<file path="config.mk">
export PLATFORM = sky130hd
export DESIGN_NAME = cond_logic
export DESIGN_NICKNAME = d
export VERILOG_FILES = /design/src/rtl/arm_pkg.sv /design/src/rtl/cond_check.sv /design/src/rtl/cond_logic.sv
export SDC_FILE = /design/constraint.sdc
export NUM_CORES = 1
export LEC_CHECK = 0
export ABC_CLOCK_PERIOD_IN_PS = 3200
export CAP_MARGIN = 20
export CORE_MARGIN = 2
export CORE_UTILIZATION = 40
export DETAILED_ROUTE_END_ITERATION = 12
export HOLD_SLACK_MARGIN = 0.05
export PLACE_DENSITY = 0.81
export SLEW_MARGIN = 20
export SYNTH_ARGS = -nofsm -noshare
export SYNTH_HDL_FRONTEND = slang
export SYNTH_SLANG_ARGS = --single-unit
export TNS_END_PERCENT = 100
</file>
<file path="constraint.sdc">
create_clock -name clk -period 3.2 [get_ports clk]
set_input_delay 0.32 -clock clk [delete_from_list [all_inputs] [get_ports clk]]
set_output_delay 0.32 -clock clk [all_outputs]
set_load 0.005 [all_outputs]
</file>
<file path="src/rtl/arm_pkg.sv">
// arm_pkg: shared condition codes, flag indices and FlagW encodings
package arm_pkg;
    typedef enum logic [3:0] {
        EQ = 4'b0000, NE, CS, CC, MI, PL, VS, VC,
        HI, LS, GE, LT, GT, LE, AL, NV
    } cond_t;
    localparam int N_IDX = 3;
    localparam int Z_IDX = 2;
    localparam int C_IDX = 1;
    localparam int V_IDX = 0;
    localparam logic [1:0] FLAGW_NONE = 2'b00;
    localparam logic [1:0] FLAGW_NZ   = 2'b10;
    localparam logic [1:0] FLAGW_ALL  = 2'b11;
endpackage

</file>
<file path="src/rtl/cond_check.sv">
// cond_check: evaluates an ARM condition field against NZCV flags
module cond_check
    import arm_pkg::*;
(
    input  logic [3:0] i_cond,
    input  logic [3:0] i_flags,
    output logic       o_cond_ex
);
    logic w_n, w_z, w_c, w_v, w_ge;
    assign w_n  = i_flags[N_IDX];
    assign w_z  = i_flags[Z_IDX];
    assign w_c  = i_flags[C_IDX];
    assign w_v  = i_flags[V_IDX];
    assign w_ge = (w_n == w_v);
    // condition table; NV never executes
    always_comb begin
        o_cond_ex = 1'b0;
        case (cond_t'(i_cond))
            EQ: o_cond_ex = w_z;
            NE: o_cond_ex = !w_z;
            CS: o_cond_ex = w_c;
            CC: o_cond_ex = !w_c;
            MI: o_cond_ex = w_n;
            PL: o_cond_ex = !w_n;
            VS: o_cond_ex = w_v;
            VC: o_cond_ex = !w_v;
            HI: o_cond_ex = w_c && !w_z;
            LS: o_cond_ex = !w_c || w_z;
            GE: o_cond_ex = w_ge;
            LT: o_cond_ex = !w_ge;
            GT: o_cond_ex = !w_z && w_ge;
            LE: o_cond_ex = w_z || !w_ge;
            AL: o_cond_ex = 1'b1;
            default: o_cond_ex = 1'b0;
        endcase
    end
endmodule

</file>
<file path="src/rtl/cond_logic.sv">
// cond_logic: NZCV flag register, condition gating and debug counters
module cond_logic
    import arm_pkg::*;
#(
    parameter int CNT_W = 16
) (
    input  logic             clk,
    input  logic             reset,
    input  logic             InstrValid,
    input  logic [3:0]       Cond,
    input  logic [3:0]       ALUFlags,
    input  logic [1:0]       FlagW,
    input  logic             PCS,
    input  logic             RegW,
    input  logic             MemW,
    input  logic             NoWrite,
    output logic             PCSrc,
    output logic             RegWrite,
    output logic             MemWrite,
    output logic             CondEx,
    output logic [3:0]       Flags,
    output logic [CNT_W-1:0] ExecCount,
    output logic [CNT_W-1:0] SkipCount
);
    logic [3:0]       r_flags;
    logic [CNT_W-1:0] r_exec;
    logic [CNT_W-1:0] r_skip;
    logic             w_cond_ex;
    logic             w_commit;

    cond_check u_cond_check (
        .i_cond    (Cond),
        .i_flags   (r_flags),
        .o_cond_ex (w_cond_ex)
    );

    assign w_commit  = w_cond_ex && InstrValid && !reset;
    assign CondEx    = w_cond_ex;
    assign PCSrc     = PCS && w_commit;
    assign RegWrite  = RegW && w_commit && !NoWrite;
    assign MemWrite  = MemW && w_commit;
    assign Flags     = r_flags;
    assign ExecCount = r_exec;
    assign SkipCount = r_skip;

    // flag register: only executed instructions write, per FlagW half
    always_ff @(posedge clk) begin
        if (reset) begin
            r_flags <= 4'b0000;
        end else if (w_commit) begin
            if (FlagW[1]) begin
                r_flags[N_IDX] <= ALUFlags[N_IDX];
                r_flags[Z_IDX] <= ALUFlags[Z_IDX];
            end
            if (FlagW[0]) begin
                r_flags[C_IDX] <= ALUFlags[C_IDX];
                r_flags[V_IDX] <= ALUFlags[V_IDX];
            end
        end
    end

    // saturating executed/skipped counters for valid instructions
    always_ff @(posedge clk) begin
        if (reset) begin
            r_exec <= '0;
            r_skip <= '0;
        end else if (InstrValid) begin
            if (w_cond_ex)
                r_exec <= (&r_exec) ? r_exec : r_exec + 1'b1;
            else
                r_skip <= (&r_skip) ? r_skip : r_skip + 1'b1;
        end
    end
endmodule

</file>
==> results.sh, run 1 <==
export IMPL_dieArea_um2=5630
export IMPL_gp_congestion=0.787
export IMPL_dp_hpwl_um=3490
export IMPL_critPathRequiredTime_ns=2.88
export IMPL_ff2ff_path_depth=7
export IMPL_fillers=429
export IMPL_syn_mean_instance_area_um2=8.11
export IMPL_drt_iter0_markers=88
export IMPL_final_nets=322
export IMPL_mostFrequentLayoutCells="clkdlybuf4s50_1, dfxtp_1, a21oi_1"
export IMPL_routed_via_count=2005
export IMPL_status="finished clean"
export IMPL_peakVddDrop_mv=0.231
export IMPL_grt_max_degree=29
export IMPL_hold_path_class="reg2reg"
export IMPL_cts_buffers_inserted=5
export IMPL_die_w_um=75.0
export IMPL_io_pins=57
export IMPL_clock_sinks=36
export IMPL_holdPathStages=2
export IMPL_drive_gt1_share_pct=8.25
export IMPL_yosys_top_cells_area="dfxtp_1, a21oi_1, or3_1, or4_1, nand2_1"
export IMPL_track_usage_pct=18.1
export IMPL_synthCells=249
export IMPL_arrival_ns=2.76
export IMPL_fin_crit_ns=3.08
export IMPL_dr_pass1_iters=4
export IMPL_finalSetupViolCount=0
export IMPL_num_rows=25
export IMPL_yosysSeqAreaShare_pct=35.7
export IMPL_max_freq_ghz=0.325
export IMPL_cts_tree="built"
export IMPL_fin_ws_ns=0.119
export IMPL_final_common_cell="clkdlybuf4s50_1"
export IMPL_start_util_pct=42.2
export IMPL_worst_pin_slew_ns=0.367
export IMPL_fin_crit_sh_pct=96.3
export IMPL_path_class="in2out"
export IMPL_seq_area_um2=721
export IMPL_ff2ff_setup_slack_ns=0.70
export IMPL_synth_top_cell_by_area="dfxtp_1"
export IMPL_cts_hold_buf=0
export IMPL_clk_path_buf_depth=2
export IMPL_multi_input_area_um2=1220
export IMPL_hold_violations=0
export IMPL_ys_warn_count=0
export IMPL_crit_path_start_kind="input pin"
export IMPL_maxCapViolCount=0
export IMPL_seqPwrFrac_pct=49.0
export IMPL_drc=0
export IMPL_cp_max_fo=12
export IMPL_grt_pass1_wl_um=7910
export IMPL_grt_pass1_vias=1728
export IMPL_die_h_um=75.0
export IMPL_core_area_um2=4790
export IMPL_overflow=0
export IMPL_p_comb_share_pct=14.2
export IMPL_p_clk_share_pct=36.8
export IMPL_hold_path_end="ExecCount[14]"
export IMPL_cts_root_buf="clkbuf_8"
export IMPL_powerDensity_nw_per_um2=342
export IMPL_post_drt_wl_per_cell_um=13.5
export IMPL_ys_types=43
export IMPL_antenna_found_initial=0
export IMPL_finClkSkew_ns=0.00394
export IMPL_rsz0062_at_grt="no"
export IMPL_p_int_mw=0.711
export IMPL_final_core_util_pct=57.7
export IMPL_pre_cts_ws_ns=-0.172
export IMPL_clkTransAtPathRegs_ns=0.07
export IMPL_ys_ff_latch=36
export IMPL_synth_top_area_share_pct=35.7
export IMPL_vias_per_cell=5.42
export IMPL_diodes=0
export IMPL_synth_area_um2=2020
export IMPL_drtAntennaViolNets=0
export IMPL_clock_latency_ns=0.29
export IMPL_p_leak_nw=0.943
export IMPL_end_kind="primary output"
export IMPL_relSlewSlack_pct=75.5
export IMPL_syn_num_nets=268
export IMPL_p_sw_mw=0.235
export IMPL_cts_htree_levels=2
export IMPL_wirelength_um=4990
export IMPL_slew_violations=0
export IMPL_worstReg2RegEnd="SkipCount[13]"
export IMPL_min_delay_start="ExecCount[14]"
export IMPL_areaGrowthSynthToFinish_pct=36.9
export IMPL_p_sw_share_pct=24.9
export IMPL_portBuffers=56
export IMPL_regToRegStartpoint="Flags[3]"
-- worst max-delay path by stage --
stage	end	start	depth (start not counted)
finish	RegWrite	Cond[1]	7
global route	RegWrite	Cond[1]	7
CTS	RegWrite	Cond[3]	8
detailed placement	CondEx	Cond[3]	7
global placement	CondEx	Cond[3]	7
floorplan	SkipCount[13]	Flags[0]	8
-- Yosys cell counts, drive strengths merged --
cell type / n
o211a: 2
mux2i: 4
or3: 15
and3b: 1
xor2: 2
or4b: 1
o311ai: 1
xnor2: 1
nand2: 19
nor2b: 9
nor4b: 1
a22oi: 1
and3: 4
clkbuf: 9
nor3: 2
nor3b: 4
mux2: 7
or3b: 1
or2: 1
o2111a: 1
a21oi: 29
buf: 7
ha: 2
inv: 6
or4: 10
nor4: 4
nand4b: 3
o31a: 2
dfxtp: 36
and2: 3
nand4: 6
and4: 2
o21ai: 19
o41ai: 1
nand3: 12
nor2: 12
o31ai: 9
-- critical path: stages --
cell,delay (ns)
clkdlybuf4s50_1,0.52
or4_1,0.62
o311ai_4,0.14
o31ai_1,0.16
buf_4,0.20
nor4b_1,0.25
clkdlybuf4s50_1,0.55
-- cell families (layout without fill, tap and decap cells) --
| family | count (synthesis) | count (layout) | share of synthesized area [%] |
|---|---|---|---|
| AND/OR/NAND/NOR | 110 | 110 | 31.7 |
| AO/OA/AOI/OAI | 65 | 65 | 18.9 |
| XOR/XNOR | 3 | 3 | 1.30 |
| adder cells (fa/ha/maj) | 2 | 2 | 1.24 |
| multiplexers | 11 | 11 | 5.89 |
| flip-flops | 36 | 36 | 35.7 |
| buffers and inverters | 22 | 76 | 5.27 |
-- per-stage QoR --
| stage | power [mW] | setup TNS, ns | hold slack [ns] | cells | cell area (um^2) |
|---|---|---|---|---|---|
| after global placement | 0.596 | -0.0781 | 0.473 | 362 | 2620 |
| after CTS | 0.950 | 0 | 0.489 | 369 | 2730 |
| after floorplan | 0.544 | 0 | 0.470 | 249 | 2020 |
| after global routing | 0.988 | 0 | 0.527 | 370 | 2760 |
| final | 0.946 | 0 | 0.494 | 370 | 2760 |
| after detailed placement | 0.598 | -0.172 | 0.479 | 362 | 2620 |
-- power by group through the flow --
stage / clock (mW) / combinational, mW / sequential (mW)
finish: 0.348 / 0.134 / 0.464
global route: 0.377 / 0.147 / 0.465
CTS: 0.358 / 0.129 / 0.464
detailed placement: 0 / 0.124 / 0.474
global placement: 0 / 0.122 / 0.474
floorplan: 0 / 0.0723 / 0.472
-- per-layer routing --
metal  share of wire [%]  wire, um  global-route usage (%)
met4                 1.4        70                    6.75
met1                  47      2350                    23.3
met2                  46      2280                    29.3
met3                 5.7       284                    4.42
met5                   0         0                       0
-- area by class of cell --
class	instances	share of cell area, %
Tap cell	67	3.03
Inverter	6	0.815
Sequential cell	36	26.1
Clock buffer	7	3.49
Timing Repair Buffer	63	22.5
Multi-Input combinational cell	191	44.1
-- flip-flops by register name, summed over array words and instances (netlist names) --
| signal | cells |
|---|---|
| SkipCount | 16 |
| Flags | 4 |
| ExecCount | 16 |
-- what timing repair did --
action | 4_1_cts | 5_1_grt
setup endpoints to repair | 2 | 4
endpoints found under the hold margin | 0 | 0
gates cloned | 0 | 0
setup buffers | 0 | 1
gates resized for setup | 2 | 5
pin swaps | 0 | 1
Power figures use the tool's default switching activity.
==> inputs of run 2 (changes only) <==
--- a/config.mk
+++ b/config.mk
@@ -10,6 +10,7 @@
 export CORE_MARGIN = 2
 export CORE_UTILIZATION = 40
 export DETAILED_ROUTE_END_ITERATION = 12
+export GPL_TIMING_DRIVEN = 0
 export HOLD_SLACK_MARGIN = 0.05
 export PLACE_DENSITY = 0.81
 export SLEW_MARGIN = 20
==> run 2 against run 1 <==
Combinational power hardly changed. Sequential power about the same. Clock skew increased by 0.0025 ns. Sequential share of layout area rose by 0.25 points. Die area unchanged. Routed wire length is 4.1% higher. Critical endpoint unchanged. Total power decreased by 1.7%. Highest routed layer unchanged. Final cell count is 1.4% higher. Critical path depth shrank 1.
==> results.sh, run 2 (same netlist as run 1, synthesis figures left out) <==
export IMPL_worst_pin_slew_ns=0.566
export IMPL_slew_violations=0
export IMPL_final_cell_area_um2=2740
export IMPL_end_kind="primary output"
export IMPL_drt_iter0_markers=84
export IMPL_clk_path_buf_depth=2
export IMPL_postCtsSetupBuffers=0
export IMPL_cp_max_fo=15
export IMPL_diodes=0
export IMPL_finalSetupViolCount=0
export IMPL_critPathRequiredTime_ns=2.88
export IMPL_grt_pass1_wl_um=8160
export IMPL_worstReg2RegEnd="SkipCount[1]"
export IMPL_relSlewSlack_pct=62.1
export IMPL_track_usage_pct=18.5
export IMPL_p_sw_mw=0.240
export IMPL_maxCapViolCount=0
export IMPL_finClkSkew_ns=0.00642
export IMPL_p_leak_nw=0.905
export IMPL_fillers=437
export IMPL_hold_path_class="reg2reg"
export IMPL_p_comb_share_pct=14.5
export IMPL_cts_hold_buf=0
export IMPL_status="finished clean"
export IMPL_clkTransAtPathRegs_ns=0.07
export IMPL_max_freq_ghz=0.337
export IMPL_regToRegStartpoint="SkipCount[3]"
export IMPL_cts_buffers_inserted=5
export IMPL_clock_sinks=36
export IMPL_ff2ff_path_depth=9
export IMPL_powerDensity_nw_per_um2=340
export IMPL_hold_violations=0
export IMPL_io_pins=57
export IMPL_seqPwrFrac_pct=49.6
export IMPL_final_common_cell="clkdlybuf4s50_1"
export IMPL_vias_per_cell=5.58
export IMPL_p_clk_share_pct=35.9
export IMPL_drc=0
export IMPL_grt_pass1_vias=1792
export IMPL_areaGrowthSynthToFinish_pct=35.6
export IMPL_num_rows=25
export IMPL_start_util_pct=42.2
export IMPL_gp_congestion=0.854
export IMPL_final_nets=326
export IMPL_dp_hpwl_um=3850
export IMPL_routed_via_count=2093
export IMPL_rsz0062_at_grt="no"
export IMPL_dr_pass1_iters=4
export IMPL_cts_tree="built"
export IMPL_post_drt_wl_per_cell_um=13.9
export IMPL_clock_latency_ns=0.28
export IMPL_cts_root_buf="clkbuf_8"
export IMPL_crit_path_start_kind="input pin"
export IMPL_fin_setup_tns_ns=0
export IMPL_cts_htree_levels=2
export IMPL_crit_end="RegWrite"
export IMPL_fin_crit_sh_pct=92.6
export IMPL_ff2ff_setup_slack_ns=0.65
export IMPL_peakVddDrop_mv=0.227
export IMPL_dieArea_um2=5630
export IMPL_core_area_um2=4790
export IMPL_drive_gt1_share_pct=8.12
export IMPL_total_power_mw=0.930
export IMPL_wirelength_um=5190
export IMPL_p_sw_share_pct=25.8
export IMPL_path_class="in2out"
export IMPL_portBuffers=52
export IMPL_place_area_um2=2620
export IMPL_die_h_um=75.0
export IMPL_grt_max_degree=16
export IMPL_p_int_mw=0.690
export IMPL_die_w_um=75.0
export IMPL_cp_startpoint="Cond[1]"
export IMPL_mostFrequentLayoutCells="clkdlybuf4s50_1, dfxtp_1, a21oi_1"
export IMPL_drtAntennaViolNets=0
export IMPL_fin_crit_ns=2.96
export IMPL_arrival_ns=2.64
export IMPL_overflow=0
export IMPL_antenna_found_initial=0
## run 2: metrics by stage
| stage | cells | worst slack (ns) | utilization, % | hold slack, ns |
|---|---|---|---|---|
| 6_report | 375 | 0.236 | 57.2 | 0.509 |
| 5_1_grt | 375 | 0.0789 | 57.2 | 0.519 |
| 4_1_cts | 375 | 0.0465 | 56.9 | 0.493 |
| 3_5_place_dp | 368 | -0.125 | 54.8 | 0.497 |
| 3_3_place_gp | 368 | -0.101 | 54.8 | 0.483 |
| 2_1_floorplan | 249 | 0.891 | - | 0.470 |
## run 2: timing repair
action	4_1_cts	5_1_grt
pin swaps	0	0
endpoints found under the setup margin	3	4
gates resized for setup	3	2
## run 2: final cells by class
class / instances / area (um^2) / share of cell area (%)
inverters: 6 / 22.5 / 0.823
multi-input cells: 191 / 1220 / 44.4
well taps: 67 / 83.8 / 3.06
repair buffers: 52 / 523 / 19.1
clock buffers: 8 / 90.1 / 3.29
flip-flops and latches: 36 / 721 / 26.3
plain buffers: 15 / 80.1 / 2.93
## run 2: worst min path at each step
| stage | slack [ns] | cells past startpoint | end | from |
|---|---|---|---|---|
| CTS | 0.49 | 3 | Flags[2] | InstrValid |
| global placement | 0.48 | 2 | ExecCount[14] | ExecCount[14] |
| floorplan | 0.47 | 2 | Flags[0] | ALUFlags[0] |
| global route | 0.52 | 2 | ExecCount[14] | ExecCount[14] |
| finish | 0.51 | 2 | ExecCount[14] | ExecCount[14] |
| detailed placement | 0.50 | 2 | ExecCount[14] | ExecCount[14] |
## run 2: per-layer routing
layer / track usage, % / share of wire [%] / routed length, um / up-vias
li1: - / - / - / 1042
met1: 25.4 / 47 / 2440 / 990
met2: 29.7 / 47 / 2450 / 59
met3: 3.21 / 5.2 / 269 / 2
met4: 5.56 / 0.69 / 36 / 0
met5: 0 / 0 / 0 / -
## run 2: critical path, cell delays in order
cell,delay (ns)
clkdlybuf4s50_1,0.52
or4_1,0.57
o311ai_2,0.16
o31ai_4,0.21
nor4b_1,0.30
clkdlybuf4s50_1,0.56
## run 2: power groups by stage
stage	combinational, mW	sequential (mW)	clock [mW]
3_3_place_gp	0.128	0.472	0
2_1_floorplan	0.0723	0.472	0
4_1_cts	0.133	0.462	0.343
5_1_grt	0.147	0.463	0.362
3_5_place_dp	0.131	0.472	0
6_report	0.135	0.462	0.334
